[src/rtl/lsu_pkg.sv]
// rtl/lsu_pkg.sv - shared funct3 codes, FSM states and size helper for the load/store unit
package lsu_pkg;

  localparam logic [2:0] F3_B  = 3'b000;
  localparam logic [2:0] F3_H  = 3'b001;
  localparam logic [2:0] F3_W  = 3'b010;
  localparam logic [2:0] F3_BU = 3'b100;
  localparam logic [2:0] F3_HU = 3'b101;

  typedef enum logic [1:0] {
    IDLE = 2'd0,
    ACC1 = 2'd1,
    ACC2 = 2'd2,
    RESP = 2'd3
  } lsu_state_t;

  // Access size in bytes; funct3[1:0] carries the width for both loads and stores
  function automatic logic [2:0] size_of(input logic [2:0] funct3);
    case (funct3[1:0])
      2'b00:   size_of = 3'd1;
      2'b01:   size_of = 3'd2;
      default: size_of = 3'd4;
    endcase
  endfunction

endpackage

[src/rtl/lsu_align.sv]
// rtl/lsu_align.sv - byte-lane shifting of store data/enables and load merge/extension
module lsu_align
  import lsu_pkg::*;
(
  input  logic [2:0]  i_funct3,
  input  logic [1:0]  i_offset,
  input  logic [31:0] i_wdata,
  input  logic [31:0] i_hi,
  input  logic [31:0] i_lo,
  output logic [7:0]  o_wide_mask,
  output logic [63:0] o_wide_data,
  output logic [31:0] o_load_data
);

  logic [3:0]  w_size_mask;
  logic [31:0] w_shifted;

  // Two-word lane view: low half drives the first access, high half the second
  always_comb begin
    w_size_mask = 4'b1111;
    case (size_of(i_funct3))
      3'd1:    w_size_mask = 4'b0001;
      3'd2:    w_size_mask = 4'b0011;
      default: w_size_mask = 4'b1111;
    endcase
    o_wide_mask = {4'b0000, w_size_mask} << i_offset;
    o_wide_data = {32'h0, i_wdata} << {i_offset, 3'b000};
  end

  // Pull the addressed bytes down to bit 0, then truncate and extend by funct3
  always_comb begin
    w_shifted   = 32'({i_hi, i_lo} >> {i_offset, 3'b000});
    o_load_data = w_shifted;
    case (i_funct3)
      F3_B:    o_load_data = {{24{w_shifted[7]}}, w_shifted[7:0]};
      F3_H:    o_load_data = {{16{w_shifted[15]}}, w_shifted[15:0]};
      F3_BU:   o_load_data = {24'h0, w_shifted[7:0]};
      F3_HU:   o_load_data = {16'h0, w_shifted[15:0]};
      default: o_load_data = w_shifted;
    endcase
  end

endmodule

[src/rtl/load_store_unit.sv]
// rtl/load_store_unit.sv - RV32 load/store unit with misaligned split and valid/ready response
module load_store_unit
  import lsu_pkg::*;
#(
  parameter int ADDR_WIDTH       = 32,
  parameter int DATA_WIDTH       = 32,
  parameter int MEM_BYTES        = 4096,
  parameter bit ALLOW_MISALIGNED = 1'b1
) (
  input  logic                  clk,
  input  logic                  rst,
  input  logic                  req_valid,
  output logic                  req_ready,
  input  logic                  req_store,
  input  logic [2:0]            req_funct3,
  input  logic [ADDR_WIDTH-1:0] req_addr,
  input  logic [DATA_WIDTH-1:0] req_wdata,
  output logic [ADDR_WIDTH-1:0] mem_addr,
  output logic [DATA_WIDTH-1:0] mem_wdata,
  output logic                  mem_we,
  output logic [3:0]            mem_be,
  input  logic [DATA_WIDTH-1:0] mem_rdata,
  output logic                  resp_valid,
  input  logic                  resp_ready,
  output logic [DATA_WIDTH-1:0] resp_rdata,
  output logic                  resp_err
);

  lsu_state_t            r_state;
  logic                  r_store;
  logic [2:0]            r_funct3;
  logic [ADDR_WIDTH-1:0] r_addr;
  logic [DATA_WIDTH-1:0] r_wdata;
  logic                  r_cross;
  logic [DATA_WIDTH-1:0] r_lo;
  logic                  r_resp_valid;
  logic [DATA_WIDTH-1:0] r_resp_rdata;
  logic                  r_resp_err;

  logic [2:0]            w_size;
  logic                  w_cross;
  logic                  w_illegal;
  logic                  w_oob;
  logic                  w_fault;
  logic [7:0]            w_wide_mask;
  logic [63:0]           w_wide_data;
  logic [31:0]           w_load_data;
  logic [31:0]           w_lo;
  logic [ADDR_WIDTH-1:0] w_word_addr;

  // Decode the incoming request so a fault can skip memory entirely
  always_comb begin
    w_size    = size_of(req_funct3);
    w_cross   = ({1'b0, req_addr[1:0]} + w_size) > 3'd4;
    w_illegal = req_store ? (req_funct3 >= 3'b011)
                          : (req_funct3 == 3'b011 || req_funct3 == 3'b110 ||
                             req_funct3 == 3'b111);
    w_oob     = ({1'b0, req_addr} + (ADDR_WIDTH+1)'(w_size)) >
                (ADDR_WIDTH+1)'(MEM_BYTES);
    w_fault   = w_illegal || w_oob || (w_cross && !ALLOW_MISALIGNED);
  end

  // In ACC1 the low word is still on the bus; in ACC2 it comes from r_lo
  assign w_lo        = (r_state == ACC1) ? mem_rdata : r_lo;
  assign w_word_addr = {r_addr[ADDR_WIDTH-1:2], 2'b00};

  lsu_align u_align (
    .i_funct3    (r_funct3),
    .i_offset    (r_addr[1:0]),
    .i_wdata     (r_wdata),
    .i_hi        (mem_rdata),
    .i_lo        (w_lo),
    .o_wide_mask (w_wide_mask),
    .o_wide_data (w_wide_data),
    .o_load_data (w_load_data)
  );

  // Memory port is only live during the access states; reset kills any write
  always_comb begin
    mem_addr  = '0;
    mem_wdata = '0;
    mem_be    = 4'b0000;
    mem_we    = 1'b0;
    case (r_state)
      ACC1: begin
        mem_addr  = w_word_addr;
        mem_wdata = w_wide_data[31:0];
        mem_be    = w_wide_mask[3:0];
        mem_we    = r_store && !rst;
      end
      ACC2: begin
        mem_addr  = w_word_addr + ADDR_WIDTH'(4);
        mem_wdata = w_wide_data[63:32];
        mem_be    = w_wide_mask[7:4];
        mem_we    = r_store && !rst;
      end
      default: ;
    endcase
  end

  assign req_ready  = (r_state == IDLE);
  assign resp_valid = r_resp_valid;
  assign resp_rdata = r_resp_rdata;
  assign resp_err   = r_resp_err;

  // Request sequencing: accept, one or two word accesses, hold response until taken
  always_ff @(posedge clk) begin
    if (rst) begin
      r_state      <= IDLE;
      r_store      <= 1'b0;
      r_funct3     <= 3'b000;
      r_addr       <= '0;
      r_wdata      <= '0;
      r_cross      <= 1'b0;
      r_lo         <= '0;
      r_resp_valid <= 1'b0;
      r_resp_rdata <= '0;
      r_resp_err   <= 1'b0;
    end else begin
      case (r_state)
        IDLE: begin
          if (req_valid) begin
            r_store  <= req_store;
            r_funct3 <= req_funct3;
            r_addr   <= req_addr;
            r_wdata  <= req_wdata;
            r_cross  <= w_cross;
            if (w_fault) begin
              r_state      <= RESP;
              r_resp_valid <= 1'b1;
              r_resp_err   <= 1'b1;
              r_resp_rdata <= '0;
            end else begin
              r_state <= ACC1;
            end
          end
        end
        ACC1: begin
          r_lo <= mem_rdata;
          if (r_cross) begin
            r_state <= ACC2;
          end else begin
            r_state      <= RESP;
            r_resp_valid <= 1'b1;
            r_resp_err   <= 1'b0;
            r_resp_rdata <= r_store ? '0 : w_load_data;
          end
        end
        ACC2: begin
          r_state      <= RESP;
          r_resp_valid <= 1'b1;
          r_resp_err   <= 1'b0;
          r_resp_rdata <= r_store ? '0 : w_load_data;
        end
        RESP: begin
          if (resp_ready) begin
            r_state      <= IDLE;
            r_resp_valid <= 1'b0;
            r_resp_rdata <= '0;
            r_resp_err   <= 1'b0;
          end
        end
        default: r_state <= IDLE;
      endcase
    end
  end

endmodule

[config.mk]
export PLATFORM = sky130hd
export DESIGN_NAME = load_store_unit
export DESIGN_NICKNAME = d
export VERILOG_FILES = /design/src/rtl/lsu_pkg.sv /design/src/rtl/lsu_align.sv /design/src/rtl/load_store_unit.sv
export SDC_FILE = /design/constraint.sdc
export NUM_CORES = 1
export LEC_CHECK = 0
export BUFFER_PORTS_ARGS = -buffer_cell sky130_fd_sc_hd__buf_2
export CORE_ASPECT_RATIO = 1.5
export CORE_MARGIN = 4
export CORE_UTILIZATION = 36
export DETAILED_ROUTE_END_ITERATION = 7
export SKIP_LAST_GASP = 1
export SLEW_MARGIN = 20
export SYNTH_ARGS = -nofsm -noshare
export SYNTH_HDL_FRONTEND = slang
export SYNTH_HIERARCHICAL = 1
export SYNTH_SLANG_ARGS = --single-unit
[constraint.sdc]
create_clock -name clk -period 9.5 [get_ports clk]
set_clock_uncertainty 0.15 [all_clocks]
set_input_delay 1.425 -clock clk [delete_from_list [all_inputs] [get_ports clk]]
set_output_delay 1.425 -clock clk [all_outputs]
set_load 0.03 [all_outputs]
## Word-level counts from Yosys, hierarchy flattened

Index checks and enable logic that the tools add are counted.

- Register bits after elaboration: 137
- Bits of input ports: 104
- Output and inout bits: 104
- Word-level logic and storage cells: 77

- Add/sub/neg operators: 3
- Magnitude comparators: 3
- Eq/ne operators: 17
- Shift operators: 3
- Multiplexer cells: 28
- Reductions and logical operators: 13

Operators by type and width:

| cell | count |
|---|---|
| $pmux 32 s4 | 2 |
| $mux 32 | 6 |
| $pmux 32 s2 | 2 |
| $shl 32x5->64 | 1 |
| $shr 64x5->32 | 1 |
| $add 32x3->33 | 1 |
| $gt 33x13->1 const B | 1 |
| $add 32x3->32 const B | 1 |
| $pmux 4 s2 | 2 |
| $eq 3x3->1 const B | 4 |
| $pmux 3 s2 | 2 |
| $mux 1 | 8 |
| $pmux 1 s4 | 2 |
| $pmux 2 s4 | 1 |
| $shl 4x2->8 | 1 |
| $eq 2x1->1 const B | 3 |
| $eq 3x1->1 const B | 2 |
| $eq 3x2->1 const B | 2 |
| $logic_not 2->1 | 3 |
| $mux 2 | 3 |
| $ne 2x2->1 const B | 3 |
| $eq 2x2->1 const B | 2 |
| $reduce_and 2->1 | 2 |
| $reduce_and 4->1 | 1 |
| 9 further kinds | 11 |

## Logic depth before layout (Yosys ltp)

Gate-level depths: netlist of the first run.

- Depth in word-level cells: 8
- Depth in mapped cells: 14
- Mapped depth without buffers: 12

## Modules after synthesis

The synthesis of the first run kept the hierarchy.

Modules (own cells, without submodules):

| module | times used | cells each | area an instance (sq um) | sequential area each (sq um) |
|---|---|---|---|---|
| load_store_unit | 1 | 969 | 7528.5 | 2742.6 |
| lsu_align | 1 | 242 | 2068.2 | 0.0 |

## Least setup slack after synthesis of the first run

OpenSTA, ideal clock, no wires.

- Kind: input port to flip-flop
- Start point: in req_funct3[0]
- End point: reg r_resp_rdata[10] (netlist: resp_rdata[10])
- Library setup time: 0.072 ns
- Data arrival time: 4.675 ns
- Required time: 9.278 ns
- Setup slack: 4.603 ns
- Stages on the path: 14
- Path buffers: 2
- Cell sequence: nor2_1 ha_1 inv_1 fa_1 and2b_2 o211ai_4 or4_1 a211oi_2 or4b_1 nor4_2 a21o_1 buf_6 buf_12 mux2i_1

- Longest elaborated chain between the ends: 7
- Elaborated cells on any way between the ends: 15
- Those cells by class: add/sub: 1; order compare: 2; eq/ne: 5; mux: 2; reduce/logical: 5

RTL lines:

| what | RTL line | source |
|---|---|---|
| start: declaration | load_store_unit.sv:15 | `input logic [2:0] req_funct3,` |
| $eq 2x1->1, or another cell as far along | lsu_pkg.sv:19 | `case (funct3[1:0])` |
| $pmux 3 s2 / $logic_or 1x1->1 (equally long branches) | lsu_pkg.sv:19, load_store_unit.sv:56 |  |
| $add 32x3->33 / $logic_or 1x1->1 (equally long branches) | load_store_unit.sv:58, load_store_unit.sv:56 |  |
| $gt 33x13->1 / $mux 1 (equally long branches) | load_store_unit.sv:58, load_store_unit.sv:55 |  |
| $logic_or 1x1->1 * | load_store_unit.sv:60 | `w_fault = w_illegal \|\| w_oob \|\| (w_cross && !ALLOW_MISALIGNED);` |
| $ne 2x1->1 (no line) * | -- |  |
| $reduce_and 4->1 (no line) * | -- |  |
| end signal: assignment | load_store_unit.sv:146 | `r_resp_rdata <= r_store ? '0 : w_load_data;` |
| end signal: assignment | load_store_unit.sv:153 | `r_resp_rdata <= r_store ? '0 : w_load_data;` |
| end: declaration | load_store_unit.sv:37 | `logic [DATA_WIDTH-1:0] r_resp_rdata;` |

Mark *: on every way between the ends. The rest lies on a longest branch, timed or not.
A chain may end at the register's enable or synchronous reset.

## Final worst setup path of the first run

- Start point: in req_funct3[1]
- End point: reg r_resp_rdata[6] (netlist: resp_rdata[6])

Same word-level chain as after synthesis.

==> out/results.ini, run 1 <==
[cells_and_area]
layout-drive-gt1-share_pct=25.31
fin_cells=1689
design_area_sq_um=11140
fin_nets=1457
final_cell_mix=nand2_1, buf_2, dfxtp_1
syn_to_final_growth_pct=16.13
final_common_cell=nand2_1
fillers=2703

[routing]
viasPerCell=5.491
wire_per_inst_um=18.23
routed_wl_um=30790
first_pass_iters=5
drc_errors=0
ant_nets=0
vias=9274
drtIter0Drc=690

[worst_setup_path]
crit_path_max_fanout=33
setup.worst_path.class=primary input to flop
worstPathRequired_ns=9.70
start_kind=primary input
cp-end-kind=flop
critical_path_arrival_ns=5.81

[timing]
relSlewSlack_pct=29.87
hold_viol=0
finalSetupTns_ns=0
fmax_mhz=178.1
final.min_clock_period_ns=5.615
slew_violations=0
tightest_slew_ns=1.052
setup_viol=0
period_share_pct=59.11
rsz0062_at_grt=no

[cts]
post_cts_resized=0
hold_buffers=0
cts_tree=done
clk_path_buf_depth=2
cts_setup_buffers=0
path_clk_slew_ns=0.06
cts-htree-levels=4
cts_root_buffer=clkbuf_16
cts_sinks=137
insertion_delay_ns=0.42
cts_buffers=17

[pwr]
p_leak_nw=4.385
peakVddDrop_uv=140.9
power_density_nw_per_um2=245.9

[min_path]
min_path_type=flop to flop

[global_routing]
grt_max_degree=74
grt_use_total_pct=20.36
overflow=0
antenna_found_initial=2
grt_pass1_wl_um=48220
grt_pass1_vias=8998

[floorplan]
ioPinCount=208
placeableCoreArea_sq_um=26040
die_w_um=141.3
rows=72
start_util_pct=36.86
die_area_sq_um=29390
die_y_um=208.0

[synth]
synth_top_flop_cell=dfxtp_1
synth_cells=1211
yosysSeqAreaShare_pct=28.58
yosysWarnings=6
ys_types=66
ys_async_sr_fraction_pct=0
postSynthRegisterBits=137
avgSynthCellArea_sq_um=7.925
synth_edf_count=0
synth_area_sq_um=9597

[placement]
dp_hpwl_um=21920
place_area_sq_um=10600
gp_congestion=0.8837
port_buffers=205
place_inst=1658

[run_status]
outcome=finished, final reports clean

[job]
cap_violations=0

[stage by stage]
step	total power (W)	util, %	hold WS [ns]	setup WS [ns]
2_1_floorplan	0.001817	-	0.2867	4.603
3_3_place_gp	0.002121	40.71	0.2966	3.678
3_5_place_dp	0.002139	40.71	0.2988	3.521
4_1_cts	0.002769	42.80	0.3070	3.947
5_1_grt	0.002917	42.80	0.3303	3.646
6_report	0.002741	42.81	0.3049	3.885
[where the power goes]
group / switching (W) / internal, W
sequential: 0.0000989 / 0.000686
clock: 0.000260 / 0.000362
combinational: 0.000855 / 0.000479
[final timing paths]
path | from | slack, ns | depth (start not counted) | end
setup / recovery | req_funct3[1] | 3.88 | 13 | resp_rdata[6]$_SDFFE_PP0P_
hold / removal | resp_valid$_SDFFE_PP0P_ | 0.30 | 2 | resp_valid$_SDFFE_PP0P_
setup reg to reg | r_state[0]$_SDFFE_PP0P_ | 5.81 | 8 | resp_rdata[6]$_SDFFE_PP0P_
hold reg to reg | resp_valid$_SDFFE_PP0P_ | 0.30 | 2 | resp_valid$_SDFFE_PP0P_
[registers in the layout (all words and copies together), names as in the netlist, 2 cells and up]
signal and cells:
r_addr 32, r_state 2, r_wdata 32, resp_rdata 32
r_funct3 3, r_lo 32
[cell families (layout without fill, tap and decap cells)]
kind of cell	count (synthesis)	in the layout	synth area share, %
flip-flops	137	137	28.58
AND/OR/NAND/NOR	522	522	25.74
adder cells (fa/ha/maj)	9	9	1.252
XOR/XNOR	11	11	1.004
AO/OA/AOI/OAI	268	268	17.24
multiplexers	137	137	19.39
other	2	12	0.07826
buffers and inverters	125	260	6.728
[worst max-delay path: stages]
cell and delay, ns:
buf_2 0.14, nor2_1 0.09, ha_1 0.17, inv_1 0.06
fa_1 0.42, and2b_2 0.32, o211ai_4 0.13, or4_1 0.56
a211oi_2 0.25, or4b_1 0.47, nor4_2 0.54, a21o_2 0.91
mux2i_1 0.28
[Yosys cell counts (5+ instances only)]
library cell | count | area share (%)
buf_1 | 13 | 0.51
o21ai_0 | 55 | 2.9
nor2b_1 | 46 | 3.0
or4_1 | 5 | 0.39
mux4_2 | 34 | 8.0
nor4_1 | 7 | 0.46
and3_1 | 23 | 1.5
mux2_2 | 41 | 4.8
a22o_1 | 8 | 0.73
clkbuf_1 | 64 | 2.5
nand2b_1 | 35 | 2.3
mux2i_1 | 61 | 6.4
nand3b_1 | 5 | 0.39
buf_2 | 6 | 0.31
nand2_1 | 239 | 9.3
a311oi_1 | 11 | 1.0
nor2_1 | 80 | 3.1
buf_4 | 18 | 1.4
a211oi_1 | 6 | 0.47
a22oi_1 | 37 | 2.9
nand4_1 | 8 | 0.52
inv_1 | 14 | 0.55
nor3_1 | 18 | 0.94
a31oi_1 | 7 | 0.46
xnor2_1 | 8 | 0.73
a21o_1 | 7 | 0.55
a21oi_1 | 108 | 5.6
ha_1 | 8 | 1.0
and2_1 | 12 | 0.78
dfxtp_1 | 137 | 29
buf_6 | 7 | 0.82
nand3_1 | 24 | 1.3
[metal layers]
layer	part of all wire (%)	vias to the layer above	track usage (%)
met2	51	302	35.17
li1	-	4537	-
met4	4.4	2	9.796
met5	0.042	-	0
met1	40	4376	24.49
met3	5.0	57	3.055
[layout make-up]
| cell class | count | area (sq um) | share of cell area [%] |
|---|---|---|---|
| multi-input cells | 958 | 6267 | 56.24 |
| flip-flops and latches | 137 | 2750 | 24.68 |
| repair buffers | 216 | 1111 | 9.970 |
| clock buffers | 18 | 439.2 | 3.941 |
| well taps | 333 | 416.7 | 3.739 |
| clock inverters | 12 | 105.1 | 0.9431 |
| inverters | 14 | 52.55 | 0.4715 |
| diodes | 1 | 2.502 | 0.02245 |
(Power assumes the default switching activity.)
==> run 2: changes to the inputs <==
clock period = 4.75 ns   (was 9.5 ns; I/O delays follow)
==> run 2 against run 1 <==
- global-route usage about the same
- power up 110%
- setup slack worse by 3.3 ns
- critical path depth up 2
- combinational power up 100%
- clock power up 130%
- core utilization up 0.46 points
- first-iteration DRC count up 8.6%
- die area unchanged
- worst hold slack worse by 0.00095 ns
- sequential power up 100%
- critical path type unchanged
- largest cell class unchanged
- largest power group unchanged
- highest routed layer unchanged
==> out/results.ini, run 2 (synthesis results as in run 1) <==
[run_status]
outcome=finished, final reports clean

[worst_setup_path]
start_kind=primary input
cp-startpoint=req_funct3[1]
critPathTopFamily=simple AND/OR/NAND/NOR gates
worstSetupEndpoint=resp_rdata[8]$_SDFFE_PP0P_
regToRegStartpoint=r_state[1]$_SDFFE_PP0P_
cp-end-kind=flop
r2r_slack_ns=1.47
crit_path_max_fanout=33
setup.worst_path.class=primary input to flop
r2r_end=resp_rdata[26]$_SDFFE_PP0P_
critPathSlowestCell=or4_1
path_buf_inv=4
r2r_cells=8
path_cells=buf_2 -> nor2_1 -> ha_1 -> inv_1 -> fa_1 -> and2b_2 -> o211ai_4 -> or4_1 -> a211oi_2 -> or4b_1 -> nor4_2 -> buf_4 -> a21o_2 -> buf_12 -> mux2i_1
cp.depth=15
critical_path_arrival_ns=4.37
critPathMaxStageDelay_ns=0.55
worstPathRequired_ns=4.95

[timing]
fin_ws_ns=0.5801
hold_viol=0
period_share_pct=87.79
relSlewSlack_pct=33.30
final.min_clock_period_ns=4.170
rsz0062_at_grt=no
tightest_slew_ns=1.001
fmax_mhz=239.8
finalSetupTns_ns=0
slew_violations=0
setup_viol=0

[cells_and_area]
final_cell_mix=nand2_1, buf_2, dfxtp_1
syn_to_final_growth_pct=17.38
register_area_sq_um=2750
final_common_cell=nand2_1
fin_nets=1460
fillers=2718
multi_input_area_sq_um=6267
layout-drive-gt1-share_pct=25.51
diodes=0

[global_routing]
overflow=0
grt_pass1_wl_um=48440
grt_pass1_vias=8949
grt_max_degree=101
grt_use_total_pct=20.37
antenna_found_initial=2

[floorplan]
die_w_um=141.3
placeableCoreArea_sq_um=26040
rows=72
die_y_um=208.0
start_util_pct=36.86
die_area_sq_um=29390
ioPinCount=208

[cts]
cts_setup_buffers=0
insertion_delay_ns=0.43
post_cts_resized=0
clk_path_buf_depth=2
hold_buffers=0
cts-htree-levels=4
path_clk_slew_ns=0.07
cts_root_buffer=clkbuf_16
cts_buffers=17
cts_tree=done
cts_sinks=137

[routing]
drc_errors=0
drtIter0Drc=749
vias=9397
routed_wl_um=31060
ant_nets=0
viasPerCell=5.551
first_pass_iters=6
wire_per_inst_um=18.34

[placement]
dp_hpwl_um=22140
gp_congestion=0.9136
port_buffers=205
post-place-ws_ns=0.1671

[pwr]
p_leak_nw=4.443
peakVddDrop_uv=267.3
power_density_nw_per_um2=504.9

[min_path]
min_path_type=flop to flop

[job]
cap_violations=0

==> run 2: changes by cell type in the layout (fill, tap and decap cells not counted), sizes merged <==
cell,previous run,this run
inv,14,16
diode,1,0
clkbuf,18,20
clkinv,6,3
clkinvlp,5,4
bufinv,1,3
buf,216,219
==> run 2: worst min path at each step <==
stage	start	endpoint	slack, ns	cells past startpoint
after global placement	resp_valid$_SDFFE_PP0P_	resp_valid$_SDFFE_PP0P_	0.29	2
final	r_funct3[1]$_SDFFE_PP0P_	r_funct3[1]$_SDFFE_PP0P_	0.30	2
after detailed placement	r_funct3[1]$_SDFFE_PP0P_	r_funct3[1]$_SDFFE_PP0P_	0.30	2
after global routing	r_funct3[1]$_SDFFE_PP0P_	r_funct3[1]$_SDFFE_PP0P_	0.33	2
after floorplan	r_addr[0]$_SDFFE_PP0P_	r_addr[0]$_SDFFE_PP0P_	0.29	2
after CTS	r_funct3[1]$_SDFFE_PP0P_	r_funct3[1]$_SDFFE_PP0P_	0.31	2
==> run 2: layer usage <==
metal / wire length, um / up-vias / track usage (%)
met2: 15800 / 327 / 35.58
met1: 12430 / 4466 / 24.26
met5: 25 / - / 0
li1: - / 4540 / -
met3: 1548 / 60 / 3.262
met4: 1252 / 4 / 9.295
==> run 2: worst register-to-register path, stage by stage (launching register included) <==
cell and delay [ns]:
dfxtp_1 0.36, inv_1 0.13, ha_4 0.59, mux2_2 0.48
mux4_2 0.51, mux2i_4 0.44, o21ai_0 0.30, nand2_1 0.14
mux2i_1 0.07
==> run 2: metrics by stage <==
stage | total power [W] | std cells | util, % | area [sq um] | hold WS [ns]
global placement | 0.004244 | 1661 | 40.84 | 10630 | 0.2942
detailed placement | 0.004283 | 1661 | 40.84 | 10630 | 0.2971
global route | 0.006033 | 1693 | 43.27 | 11260 | 0.3304
CTS | 0.005714 | 1693 | 43.27 | 11260 | 0.3055
floorplan | 0.003633 | 1220 | - | 9630 | 0.2867
finish | 0.005687 | 1693 | 43.27 | 11260 | 0.3040
==> run 2: report_power, final <==
| part | total (W) | internal [W] | switching [W] | leakage, nW |
|---|---|---|---|---|
| Combinational | 0.00267 | 0.000968 | 0.00170 | 3.03 |
| Sequential | 0.00159 | 0.00137 | 0.000222 | 1.12 |
| Clock | 0.00142 | 0.000877 | 0.000547 | 0.295 |
==> run 2: cell type report <==
class | instances | share of cell area (%)
clock inverters | 12 | 1.455
inverters | 14 | 0.4665
repair buffers | 219 | 10.17
multi-input cells | 958 | 55.64
flip-flops and latches | 137 | 24.41
well taps | 333 | 3.699
clock buffers | 20 | 4.154
